### src/rtl/score_ctrl_if.sv
// Score controller bus: debounced game inputs and registered
// score, serve, sound and status outputs.
interface score_ctrl_if;
  logic       start;
  logic       pt_left;
  logic       pt_right;
  logic [7:0] score_left;
  logic [7:0] score_right;
  logic       serve_en;
  logic       snd_point;
  logic       snd_lose;
  logic [1:0] winner;
  logic [1:0] state;

  modport master (
    output start, pt_left, pt_right,
    input  score_left, score_right, serve_en,
    input  snd_point, snd_lose, winner, state
  );

  modport slave (
    input  start, pt_left, pt_right,
    output score_left, score_right, serve_en,
    output snd_point, snd_lose, winner, state
  );
endinterface

### src/rtl/score_ctrl.sv
// Pong-style score controller: BCD scores, serve delay, win
// detection and sound-event pulses.
module score_ctrl #(
  parameter logic [7:0] WIN_SCORE   = 8'h11,
  parameter int         HOLD_CYCLES = 25000000
) (
  input  logic         clk,
  input  logic         reset,
  score_ctrl_if.slave  bus
);

  typedef enum logic [1:0] {
    IDLE = 2'b00,
    PLAY = 2'b01,
    HOLD = 2'b10,
    OVER = 2'b11
  } state_t;

  localparam int TW = $clog2(HOLD_CYCLES);
  localparam logic [TW-1:0] RELOAD = TW'(HOLD_CYCLES - 1);

  state_t        r_state, w_state_n;
  logic [TW-1:0] r_timer, w_timer_n;
  logic [7:0]    r_sl, w_sl_n;
  logic [7:0]    r_sr, w_sr_n;
  logic [1:0]    r_win, w_win_n;
  logic          r_prio, w_prio_n;
  logic          r_serve;
  logic          r_snd_pt, w_snd_pt_n;
  logic          r_snd_lose, w_snd_lose_n;
  logic          w_left_pt, w_right_pt;
  logic [7:0]    w_new;

  function automatic logic [7:0] bcd_inc(input logic [7:0] s);
    logic [7:0] r;
    if (s == 8'h99)
      r = s;
    else if (s[3:0] == 4'd9)
      r = {s[7:4] + 4'd1, 4'd0};
    else
      r = {s[7:4], s[3:0] + 4'd1};
    return r;
  endfunction

  // r_prio low means a simultaneous pair goes to the left side
  assign w_left_pt  = bus.pt_left &
                      (~bus.pt_right | ~r_prio);
  assign w_right_pt = bus.pt_right &
                      (~bus.pt_left | r_prio);
  assign w_new = w_left_pt ? bcd_inc(r_sl)
                           : bcd_inc(r_sr);

  always_comb begin
    w_state_n    = r_state;
    w_timer_n    = r_timer;
    w_sl_n       = r_sl;
    w_sr_n       = r_sr;
    w_win_n      = r_win;
    w_prio_n     = r_prio;
    w_snd_pt_n   = 1'b0;
    w_snd_lose_n = 1'b0;
    unique case (r_state)
      IDLE: begin
        if (bus.start) begin
          w_state_n = HOLD;
          w_timer_n = RELOAD;
        end
      end
      HOLD: begin
        if (r_timer == '0)
          w_state_n = PLAY;
        else
          w_timer_n = r_timer - 1'b1;
      end
      PLAY: begin
        if (w_left_pt || w_right_pt) begin
          if (bus.pt_left && bus.pt_right)
            w_prio_n = ~r_prio;
          if (w_left_pt)
            w_sl_n = w_new;
          else
            w_sr_n = w_new;
          if (w_new == WIN_SCORE) begin
            w_state_n    = OVER;
            w_win_n      = w_left_pt ? 2'b01 : 2'b10;
            w_snd_lose_n = 1'b1;
          end else begin
            w_state_n  = HOLD;
            w_timer_n  = RELOAD;
            w_snd_pt_n = 1'b1;
          end
        end
      end
      OVER: begin
        if (bus.start) begin
          w_state_n = HOLD;
          w_timer_n = RELOAD;
          w_sl_n    = 8'h00;
          w_sr_n    = 8'h00;
          w_win_n   = 2'b00;
        end
      end
      default: w_state_n = IDLE;
    endcase
  end

  always_ff @(posedge clk or posedge reset) begin
    if (reset) begin
      r_state    <= IDLE;
      r_timer    <= '0;
      r_sl       <= 8'h00;
      r_sr       <= 8'h00;
      r_win      <= 2'b00;
      r_prio     <= 1'b0;
      r_serve    <= 1'b0;
      r_snd_pt   <= 1'b0;
      r_snd_lose <= 1'b0;
    end else begin
      r_state    <= w_state_n;
      r_timer    <= w_timer_n;
      r_sl       <= w_sl_n;
      r_sr       <= w_sr_n;
      r_win      <= w_win_n;
      r_prio     <= w_prio_n;
      r_serve    <= (w_state_n == PLAY);
      r_snd_pt   <= w_snd_pt_n;
      r_snd_lose <= w_snd_lose_n;
    end
  end

  assign bus.score_left  = r_sl;
  assign bus.score_right = r_sr;
  assign bus.serve_en    = r_serve;
  assign bus.snd_point   = r_snd_pt;
  assign bus.snd_lose    = r_snd_lose;
  assign bus.winner      = r_win;
  assign bus.state       = r_state;

endmodule

### src/flat_wrapper.sv
// flat-port wrapper written by rule: the top's interface ports become plain ports
module score_ctrl_flat 
#(
  parameter logic [7:0] WIN_SCORE   = 8'h11,
  parameter int         HOLD_CYCLES = 25000000
)
  (clk, reset, bus_start, bus_pt_left, bus_pt_right, bus_score_left, bus_score_right, bus_serve_en, bus_snd_point, bus_snd_lose, bus_winner, bus_state);
  score_ctrl_if bus_i ();
  input  logic clk;
  input  logic reset;
  input wire logic [$bits(bus_i.start)-1:0] bus_start;
  input wire logic [$bits(bus_i.pt_left)-1:0] bus_pt_left;
  input wire logic [$bits(bus_i.pt_right)-1:0] bus_pt_right;
  output wire logic [$bits(bus_i.score_left)-1:0] bus_score_left;
  output wire logic [$bits(bus_i.score_right)-1:0] bus_score_right;
  output wire logic [$bits(bus_i.serve_en)-1:0] bus_serve_en;
  output wire logic [$bits(bus_i.snd_point)-1:0] bus_snd_point;
  output wire logic [$bits(bus_i.snd_lose)-1:0] bus_snd_lose;
  output wire logic [$bits(bus_i.winner)-1:0] bus_winner;
  output wire logic [$bits(bus_i.state)-1:0] bus_state;
  assign bus_i.start = bus_start;
  assign bus_i.pt_left = bus_pt_left;
  assign bus_i.pt_right = bus_pt_right;
  assign bus_score_left = bus_i.score_left;
  assign bus_score_right = bus_i.score_right;
  assign bus_serve_en = bus_i.serve_en;
  assign bus_snd_point = bus_i.snd_point;
  assign bus_snd_lose = bus_i.snd_lose;
  assign bus_winner = bus_i.winner;
  assign bus_state = bus_i.state;
  score_ctrl #(.WIN_SCORE(WIN_SCORE), .HOLD_CYCLES(HOLD_CYCLES)) u_core (.clk(clk), .reset(reset), .bus(bus_i));
endmodule
### config.mk
export PLATFORM = sky130hd
export DESIGN_NAME = score_ctrl_flat
export DESIGN_NICKNAME = d
export VERILOG_FILES = /design/src/rtl/score_ctrl_if.sv /design/src/rtl/score_ctrl.sv /design/src/flat_wrapper.sv
export SDC_FILE = /design/constraint.sdc
export NUM_CORES = 1
export LEC_CHECK = 0
export BUFFER_PORTS_ARGS = -buffer_cell sky130_fd_sc_hd__clkbuf_2
export CORE_UTILIZATION = 59
export CTS_CLUSTER_SIZE = 16
export DETAILED_ROUTE_END_ITERATION = 6
export GPL_ROUTABILITY_DRIVEN = 1
export GPL_TIMING_DRIVEN = 0
export HOLD_SLACK_MARGIN = 0.06
export PLACE_DENSITY = 0.79
export SLEW_MARGIN = 10
export SYNTH_ARGS = -nofsm -noshare
export SYNTH_HDL_FRONTEND = slang
export SYNTH_SLANG_ARGS = --single-unit
### constraint.sdc
create_clock -name clk -period 4.4 [get_ports clk]
set_clock_uncertainty 0.15 [all_clocks]
set_input_delay 0.88 -clock clk [delete_from_list [all_inputs] [get_ports clk]]
set_output_delay 0.88 -clock clk [all_outputs]
set_load 0.05 [all_outputs]
==> flow_metrics.tcl <==
set metrics [dict create \
    status "complete, no violations" \
    placed_cells 434 \
    worstMarginPinSlew_ns 0.867 \
    endpoint_kind "register" \
    syn_area_um2 3070 \
    synth_top_family_by_area "compound AO/OA/AOI/OAI gates" \
    power_density_nw_per_um2 330 \
    async_flop_share_pct 100 \
    hp-class "reg2reg" \
    synth_fp_nets 352 \
    rr_worst_depth 9 \
    chipHeight_um 74.2 \
    htreeDepth 2 \
    fin_util_pct 70.0 \
    clk_latency_ns 0.31 \
    vias_per_cell 6.31 \
    yosysTopAreaCell "dfrtp_1" \
    max_freq_ghz 0.284 \
    relSlewSlack_pct 42.2 \
    core_um2 4880 \
    synth_mux_area_share_pct 4.28 \
    synth_flop_cell "dfrtp_1" \
    clock_path_buffers 2 \
    grt_pass1_vias 2469 \
    grt_setup_unrepaired "no" \
    rows 25 \
    worstPathMaxFanout 10 \
    antenna_cells 0 \
    grt_use_total_pct 27.9 \
    required_ns 4.44 \
    final_net_count 387 \
    crit_start "bus_pt_left" \
    fill_cells 394 \
    post_cts_buffers 0 \
    synth_fa_ha_area_share_pct 3.26 \
    yosysWarnings 0 \
    synth_common_cells "49 x dfrtp_1, 36 x nor2_1, 25 x nand2_1" \
    wl_per_cell_um 16.3 \
    critical_path_arrival_ns 3.57 \
    tritoncts "done" \
    first_pass_iters 5 \
    max_cap_viol_count 0 \
    fin_area_um2 3410 \
    hpwl_mm 5.07 \
    dr.first_iter.drc_count 236 \
    die_area_um2 5500 \
    critical_path_class "in2reg" \
    start_util_pct 62.9 \
    min_period_ns 3.52 \
    gp_congestion 0.832 \
    chipWidth_um 74.2 \
    drc_errors 0 \
    cts.sinks 49 \
    synth_edf_count 0 \
    rrSetupSlack_ns 1.09 \
    period_share_pct 80.1 \
    hold_violations 0 \
    synth-simple-area-share_pct 22.2 \
    ctsHoldBuffers 0 \
    ys_seq_elements 49 \
    fin_cells 441 \
    grt_overflow_total 0 \
    synth-compound-area-share_pct 23.2 \
    antenna_found_initial 0 \
    setup_viol 0 \
    critPathLaunchType "input port" \
    numPortBuffers 27 \
    grt_pass1_wl_mm 11.7 \
    drt.antenna.violating_nets 0 \
    cts-resized-gates 0 \
    yosysMostFrequentCell "dfrtp_1" \
    peakVddDrop_mv 0.184 \
    syn_to_final_growth_pct 11.2 \
    syn_inst 339 \
    fin_setup_tns_ns 0 \
    cts-root-buf "clkbuf_8" \
    synth.avg_cell_area_um2 9.06 \
    wirelength_mm 7.20 \
    r2r_start "u_core.bus.score_left[2]" \
    leakage_uw 0.00143 \
    synth-xor-area-share_pct 2.57 \
    cts_buffers 5 \
    crit_end "u_core.r_timer[12]" \
    synth.distinct_cells 62 \
    reg2reg_to "u_core.r_timer[12]" \
    layout_setup_ws_ns 0.875 \
    seq_area_frac_synth_pct 39.9 \
    slew_violations 0 \
    synth_top_area_share_pct 39.9 \
    grt_max_degree 29 \
    pre_cts_slack_ns 0.616 \
    postPlaceCellArea_um2 3310 \
    synthTopCellsByArea "dfrtp_1 40%, a31oi_1 4.7%, nor2_1 4.4%, o31ai_1 4.2%, mux2_2 3.3%" \
    layout-drive-gt1-share_pct 15.5 \
    io-pin-count 28 \
    vias 2781 \
    cts.clk_slew.worst_paths_ns 0.09 \
]
-- where the power goes --
part	total [µW]	switching (µW)	internal, µW
Combinational	317	224	92.7
Sequential	487	20.9	466
Clock	322	156	166
Total	1130	401	724
-- logic make-up (layout without fill, tap and decap cells) --
| family | count (synthesis) | after routing |
|---|---|---|
| XOR/XNOR | 9 | 9 |
| flip-flops | 49 | 49 |
| AND/OR/NAND/NOR | 122 | 122 |
| buffers and inverters | 34 | 69 |
| adder cells (fa/ha/maj) | 8 | 8 |
| AO/OA/AOI/OAI | 105 | 105 |
| multiplexers | 12 | 12 |
-- cell usage in the layout (no fill, tap or decap), drive strengths merged, types with 2 or more instances in the layout --
cell type,instances
a211o,2
a211oi,6
a21boi,2
a21o,3
a21oi,12
a31oi,23
a41oi,3
and3,5
buf,6
clkbuf,45
dfrtp,49
ha,8
inv,16
mux2,9
mux2i,3
nand2,25
nand2b,7
nand3,5
nand4,3
nand4b,2
nand4bb,2
nor2,36
nor2b,4
nor3,9
nor3b,2
nor4,6
nor4b,2
o21ai,20
o21bai,2
o31ai,17
o41ai,3
or3,3
or4,4
xnor2,8
-- flip-flops by register name, indices dropped and copies added (netlist names) --
name	flops
u_core.bus.snd_lose	1
u_core.r_timer	25
u_core.bus.snd_point	1
u_core.bus.score_right	8
u_core.bus.winner	2
u_core.bus.serve_en	1
u_core.bus.state	2
u_core.bus.score_left	8
u_core.r_prio	1
-- final cells by class --
type	instances	area, µm²	area share, %
inverter	16	60.1	1.76
buffer	18	82.6	2.42
sequential	49	1230	35.9
multi-input combinational	256	1700	49.9
clock inverter	2	35.0	1.03
tap	67	83.8	2.46
clock buffer	5	68.8	2.02
timing repair buffer	28	155	4.54
-- layer usage --
metal	GRT usage (%)	vias up	share of wire, %
met2	41.3	107	44
met1	40.7	1329	49
met4	10.0	0	0.71
li1	-	1339	-
met5	0	-	0
met3	5.42	6	5.9
-- worst min-delay path by stage --
stage	startpoint	to	slack, ns	cells after the start
6_report	u_core.r_timer[7]	u_core.r_timer[7]	0.35	1
5_1_grt	u_core.r_timer[7]	u_core.r_timer[7]	0.36	1
2_1_floorplan	u_core.r_timer[11]	u_core.r_timer[11]	0.29	1
4_1_cts	u_core.r_timer[7]	u_core.r_timer[7]	0.35	1
3_3_place_gp	u_core.r_timer[11]	u_core.r_timer[11]	0.31	1
3_5_place_dp	u_core.r_timer[7]	u_core.r_timer[7]	0.33	1
-- critical path, stage by stage --
cell	delay, ns
clkbuf_2	0.12
a21boi_0	0.34
clkbuf_1	0.41
o211ai_1	0.14
o21ai_0	0.18
nor2b_1	0.30
nand4b_1	0.48
clkbuf_1	0.38
a31oi_1	0.26
a31oi_1	0.06
-- metrics by stage --
step,hold WS [ns],power [µW]
finish,0.353,1130
global route,0.359,1180
CTS,0.348,1120
detailed placement,0.328,806
global placement,0.314,795
floorplan,0.292,720
Power figures use the tool's default switching activity.
